File: src/rtl/sn76489_wr_arbiter.sv
// Round-robin arbiter sharing one SN76489 CPU write port; encodes register writes into latch/data bytes.
// Optional macro SN76489_WR_SHADOW_EN adds an 8 x 10-bit shadow of the values actually written.

module sn76489_wr_arbiter #(
    parameter int unsigned NUM_REQ     = 4,
    parameter int unsigned RDY_TIMEOUT = 64
) (
    input  logic                    clock_i,
    input  logic                    res_n_i,
    input  logic [NUM_REQ-1:0]      req_i,
    input  logic [3*NUM_REQ-1:0]    reg_i,
    input  logic [10*NUM_REQ-1:0]   data_i,
    output logic [NUM_REQ-1:0]      ack_o,
    output logic                    busy_o,
    output logic [2:0]              grant_o,
    output logic                    ce_n_o,
    output logic                    we_n_o,
    output logic [7:0]              d_o,
    input  logic                    ready_i,
`ifdef SN76489_WR_SHADOW_EN
    output logic                    timeout_o,
    input  logic [2:0]              shadow_addr_i,
    output logic [9:0]              shadow_data_o
`else
    output logic                    timeout_o
`endif
);

    localparam int unsigned      CNT_W    = $clog2(RDY_TIMEOUT + 1);
    localparam logic [CNT_W-1:0] CNT_LAST = CNT_W'(RDY_TIMEOUT - 1);
    localparam logic [2:0]       LAST_REQ = 3'(NUM_REQ - 1);

    typedef enum logic [2:0] {IDLE, ARB, STROBE, WAIT_HI, GAP, DONE} state_t;

    state_t             state_q, state_d;
    logic [2:0]         ptr_q, ptr_d;
    logic [2:0]         grant_q, grant_d;
    logic [2:0]         reg_q, reg_d;
    logic [9:0]         data_q, data_d;
    logic               second_q, second_d;
    logic [CNT_W-1:0]   cnt_q, cnt_d;
    logic               strobe_n_q, strobe_n_d;
    logic [7:0]         d_q, d_d;
    logic [NUM_REQ-1:0] ack_q, ack_d;
    logic               busy_q, busy_d;
    logic               timeout_q, timeout_d;

    logic               found;
    logic [2:0]         pick_idx;
    logic [2:0]         pick_reg;
    logic [9:0]         pick_data;

    function automatic logic is_freq(input logic [2:0] r);
        return !r[0] && (r != 3'd6);
    endfunction

    // Noise control only carries 3 bits; bit 3 of its latch byte is forced low.
    function automatic logic [7:0] latch_byte(input logic [2:0] r, input logic [3:0] lo);
        return {1'b1, r, (r == 3'd6) ? {1'b0, lo[2:0]} : lo};
    endfunction

    // First requester at or above the pointer wins, else the first below it.
    always_comb begin : arbitrate
        found     = 1'b0;
        pick_idx  = 3'd0;
        pick_reg  = 3'd0;
        pick_data = 10'd0;
        for (int unsigned i = 0; i < NUM_REQ; i++) begin
            if (!found && req_i[i] && (3'(i) >= ptr_q)) begin
                found     = 1'b1;
                pick_idx  = 3'(i);
                pick_reg  = reg_i[3*i +: 3];
                pick_data = data_i[10*i +: 10];
            end
        end
        for (int unsigned i = 0; i < NUM_REQ; i++) begin
            if (!found && req_i[i]) begin
                found     = 1'b1;
                pick_idx  = 3'(i);
                pick_reg  = reg_i[3*i +: 3];
                pick_data = data_i[10*i +: 10];
            end
        end
    end

    always_comb begin : next_state
        state_d   = state_q;
        ptr_d     = ptr_q;
        grant_d   = grant_q;
        reg_d     = reg_q;
        data_d    = data_q;
        second_d  = second_q;
        cnt_d     = cnt_q;
        d_d       = d_q;
        ack_d     = '0;
        busy_d    = busy_q;
        timeout_d = 1'b0;

        case (state_q)
            IDLE: begin
                if (|req_i) state_d = ARB;
            end
            ARB: begin
                if (found) begin
                    grant_d  = pick_idx;
                    reg_d    = pick_reg;
                    data_d   = pick_data;
                    second_d = 1'b0;
                    busy_d   = 1'b1;
                    d_d      = latch_byte(pick_reg, pick_data[3:0]);
                    cnt_d    = '0;
                    state_d  = STROBE;
                end else begin
                    state_d = IDLE;
                end
            end
            STROBE: begin
                if (!ready_i) begin
                    cnt_d   = '0;
                    state_d = WAIT_HI;
                end else if (cnt_q == CNT_LAST) begin
                    timeout_d = 1'b1;
                    state_d   = GAP;
                end else begin
                    cnt_d = cnt_q + CNT_W'(1);
                end
            end
            WAIT_HI: begin
                if (ready_i) begin
                    state_d = GAP;
                end else if (cnt_q == CNT_LAST) begin
                    timeout_d = 1'b1;
                    state_d   = GAP;
                end else begin
                    cnt_d = cnt_q + CNT_W'(1);
                end
            end
            GAP: begin
                if (!second_q && is_freq(reg_q)) begin
                    second_d = 1'b1;
                    d_d      = {2'b00, data_q[9:4]};
                    cnt_d    = '0;
                    state_d  = STROBE;
                end else begin
                    for (int unsigned i = 0; i < NUM_REQ; i++) begin
                        ack_d[i] = (grant_q == 3'(i));
                    end
                    busy_d  = 1'b0;
                    state_d = DONE;
                end
            end
            DONE: begin
                ptr_d   = (grant_q == LAST_REQ) ? 3'd0 : grant_q + 3'd1;
                state_d = IDLE;
            end
            default: state_d = IDLE;
        endcase

        strobe_n_d = !((state_d == STROBE) || (state_d == WAIT_HI));
    end

    always_ff @(posedge clock_i or negedge res_n_i) begin : regs
        if (!res_n_i) begin
            state_q    <= IDLE;
            ptr_q      <= 3'd0;
            grant_q    <= 3'd0;
            reg_q      <= 3'd0;
            data_q     <= 10'd0;
            second_q   <= 1'b0;
            cnt_q      <= '0;
            strobe_n_q <= 1'b1;
            d_q        <= 8'd0;
            ack_q      <= '0;
            busy_q     <= 1'b0;
            timeout_q  <= 1'b0;
        end else begin
            state_q    <= state_d;
            ptr_q      <= ptr_d;
            grant_q    <= grant_d;
            reg_q      <= reg_d;
            data_q     <= data_d;
            second_q   <= second_d;
            cnt_q      <= cnt_d;
            strobe_n_q <= strobe_n_d;
            d_q        <= d_d;
            ack_q      <= ack_d;
            busy_q     <= busy_d;
            timeout_q  <= timeout_d;
        end
    end

    assign ack_o     = ack_q;
    assign busy_o    = busy_q;
    assign grant_o   = grant_q;
    assign ce_n_o    = strobe_n_q;
    assign we_n_o    = strobe_n_q;
    assign d_o       = d_q;
    assign timeout_o = timeout_q;

`ifdef SN76489_WR_SHADOW_EN
    logic [9:0] shadow_q [8];
    logic [9:0] shadow_val;

    // Stored value is what the chip actually received, not the raw request.
    always_comb begin : shadow_mask
        shadow_val = {6'd0, data_q[3:0]};
        if (is_freq(reg_q))       shadow_val = data_q;
        else if (reg_q == 3'd6)   shadow_val = {7'd0, data_q[2:0]};
    end

    always_ff @(posedge clock_i or negedge res_n_i) begin : shadow_file
        if (!res_n_i) begin
            for (int i = 0; i < 8; i++) begin
                shadow_q[i] <= (i % 2 == 1) ? 10'h00F : 10'h000;
            end
        end else if (state_q == DONE) begin
            shadow_q[reg_q] <= shadow_val;
        end
    end

    assign shadow_data_o = shadow_q[shadow_addr_i];
`endif

endmodule

File: config.mk
export PLATFORM = sky130hd
export DESIGN_NAME = sn76489_wr_arbiter
export DESIGN_NICKNAME = d
export VERILOG_FILES = /design/src/rtl/sn76489_wr_arbiter.sv
export SDC_FILE = /design/constraint.sdc
export NUM_CORES = 1
export LEC_CHECK = 0
export BUFFER_PORTS_ARGS = -buffer_cell sky130_fd_sc_hd__buf_2
export CORE_ASPECT_RATIO = 1.4
export CORE_MARGIN = 5
export CORE_UTILIZATION = 55
export DETAILED_ROUTE_END_ITERATION = 12
export GPL_ROUTABILITY_DRIVEN = 1
export PLACE_DENSITY = 0.89
export SETUP_SLACK_MARGIN = 0.1
export SLEW_MARGIN = 15
export SYNTH_ARGS = -nofsm -noshare
export SYNTH_HDL_FRONTEND = slang
export SYNTH_SLANG_ARGS = --single-unit
File: constraint.sdc
create_clock -name clock_i -period 4 [get_ports clock_i]
set_clock_uncertainty 0.05 [all_clocks]
set_input_delay 0.6 -clock clock_i [delete_from_list [all_inputs] [get_ports clock_i]]
set_output_delay 0.6 -clock clock_i [all_outputs]
set_load 0.02 [all_outputs]
==> metrics.csv <==
stage,metric,value,unit
timing,Final Critical Period,2990,ps
pwr,pwr/cell area,628,nW/µm²
critical_path,crit path kind,reg2reg,
min_path,Hold Path Class,in2async,
final_layout,share of layout cells above drive strength 1,26.7,%
floorplanning,Die Wd,67.4,µm
pwr,leakage power,1.40,nW
final_layout,fin nets,430,
timing,Worst Tran Pin Value,995,ps
clock_tree,CTS tree,yes,
clock_tree,clock latency on the worst-skew pair,290,ps
timing,setup TNS,0,ps
timing,count of final setup violators,0,
grt,largest net degree at the start of global routing,40,
yosys,Gate Count Post-Synth,305,
drt,drt drc,0,
floorplanning,initial core utilization,56.5,%
yosys,commonest cells in the netlist,"47 x nand2_1, 38 x dfrtp_1, 32 x nor2_1, 21 x nand3_1, 20 x a21oi_1",
timing,RSZ-0062 raised after global routing,no,
yosys,yosys warns,0,
critical_path,CP startpoint kind,flip-flop,
yosys,"EDFF count, synth",0,
pwr,Power Total,1.87,mW
critical_path,Critical Path End Type,flip-flop,
drt,post-DR vias/cell,6.00,
grt,gr usage total,23.6,%
critical_path,WP data required,4120,ps
drt,initial drt markers,150,
yosys,Synth async-reset ratio,100,%
critical_path,CP max FO,28,
clock_tree,CTS Sinks,39,
clock_tree,post-cts repair resize count,0,
floorplanning,die height,90.4,µm
floorplanning,Rows,29,
place,placed insts,421,
drt,DR pass1 iterations,5,
clock_tree,Clock Tree Buf Depth,2,
grt,first-pass GRT wire length,11500,µm
critical_path,WP data arrival,3110,ps
drt,WL/cell,15.8,µm
grt,gr ovfl total,0,
grt,vias in the first global route,2560,
yosys,"top cells by area, synth","dfrtp_1 37%, nand2_1 6.9%, a221oi_1 5.2%",
yosys,Netlist cell types,53,
final_layout,fillers,415,
clock_tree,H-Tree Level Count,2,
clock_tree,# Post-CTS Setup Buffers,0,
timing,final hold vios,0,
floorplanning,core area,4500,µm²
clock_tree,Clock transition at path regs,70,ps
place,DP Wirelength,5130,µm
final_layout,Area Growth Syn to Fin,17.2,%
yosys,"count leader, synth",nand2_1,
yosys,largest area contributor in the netlist,dfrtp_1,
timing,worst slew margin relative to its limit,33.5,%
clock_tree,Root Driver,clkbuf_8,
run_status,status,completed,
drt,post-route ant nets,0,
timing,fmax,335,MHz
final_layout,final std cells w/o fill,429,
floorplanning,Die ar.,6100,µm²
place,Final GP Congestion,0.906,
timing,final worst-path cycle share,74.7,%
grt,initial antenna violation count,0,
timing,max-slew violation count,0,
yosys,register area share after synthesis,38.5,%
clock_tree,CTS buffer count,5,
yosys,syn_nets,369,
yosys,"Top FF cell, synth",dfrtp_1,
yosys,Mapped Avg Cell Area,8.33,µm²
pwr,VDD IR max,0.000266,V
floorplanning,Ports,78,
drt,routed via count,2576,
yosys,Synth Register Bits,39,
final_layout,diode count,0,
clock_tree,"Hold-fix buffers, CTS",0,
yosys,synthesized area,2540,µm²
final_layout,utilization after layout,66.2,%
yosys,share of the synthesized area in the top cell type,37.4,%
drt,final WL,6790,µm
flow_run,max_cap viols,0,
place,IO Port Bufs,76,
-- kinds of logic after synthesis --
| family | after synthesis | synth area share [%] |
|---|---|---|
| xor gates and xnor gates | 6 | 2.07 |
| and+or+nand+nor | 130 | 24.7 |
| AOI/OAI and AO/OA | 92 | 25.1 |
| DFF | 39 | 38.5 |
| adders and majority gates | 6 | 2.86 |
| buffers and inverters | 30 | 6.25 |
| other | 1 | 0.148 |
| muxes | 1 | 0.443 |
-- cell type report --
cell class / instances / area (µm²) / share of cell area (%)
timing repair buffer: 78 / 395 / 13.3
multi-input combinational: 236 / 1410 / 47.2
clock buffer: 8 / 100 / 3.36
tap: 62 / 77.6 / 2.61
inverter: 6 / 22.5 / 0.756
sequential: 39 / 977 / 32.8
-- worst paths after layout --
| kind | startpoint | end | slack, ps | cells past startpoint |
|---|---|---|---|---|
| worst max-delay path | ptr_q[1] | d_o[3] | 1010 | 7 |
| worst min-delay path | res_n_i | ptr_q[1] | 360 | 1 |
| worst max register to register | ptr_q[1] | d_o[3] | 1010 | 7 |
| worst min register to register | cnt_q[6] | timeout_o | 420 | 1 |
| max in group asynchronous | res_n_i | grant_o[0] | 3020 | 1 |
| min in group clock_i | cnt_q[6] | timeout_o | 420 | 1 |
-- critical path, stage by stage (launching register included) --
cell      delay, ps
dfrtp_1         910
o21bai_1        260
o21ai_1         120
nor3b_2         780
a221oi_1        220
o32a_1          250
nor3b_1         190
o21ai_1          90
-- state kept, by name (all words and copies together), names as in the netlist --
| register | count |
|---|---|
| ack_o | 4 |
| ce_n_o | 1 |
| timeout_o | 1 |
| ptr_q | 2 |
| d_o | 8 |
| grant_o | 2 |
| busy_o | 1 |
| second_q | 1 |
| state_q | 3 |
| data_q | 6 |
| reg_q | 3 |
| cnt_q | 7 |
-- report_power, final --
group / internal [mW] / switching (mW) / total (mW)
logic: 0.356 / 0.538 / 0.895
registers: 0.536 / 0.152 / 0.689
clock network: 0.157 / 0.131 / 0.288
-- per-layer routing --
metal	part of all wire, %	vias to the layer above	track usage [%]
met5	0	-	0
met4	3.3	0	13.0
met3	8.8	22	4.11
met2	49	150	38.1
met1	39	1173	29.0
li1	-	1231	-
-- per-stage QoR --
| stage | hold slack, ps | worst slack [ps] | area [µm²] |
|---|---|---|---|
| after floorplan | 254 | 1810 | 2540 |
| after global placement | 394 | 1160 | 2880 |
| after detailed placement | 405 | 1100 | 2880 |
| after CTS | 387 | 1080 | 2980 |
| after global routing | 442 | 696 | 2980 |
| final | 360 | 1010 | 2980 |
-- cells in the final DEF (no fill, tap or decap), types with 5 or more instances in the layout --
cell type	Yosys	layout
o21ai_0	13	13
dfrtp_1	38	38
and2_1	5	5
a21oi_1	20	20
ha_1	5	5
nand3_1	21	21
clkbuf_8	0	7
a31oi_1	6	6
inv_1	6	6
a221oi_1	15	15
a22oi_1	8	8
a211oi_1	7	7
nor2_1	32	32
nand2_1	47	47
buf_2	6	76
Note: power is estimated with default switching activity, not from simulation.
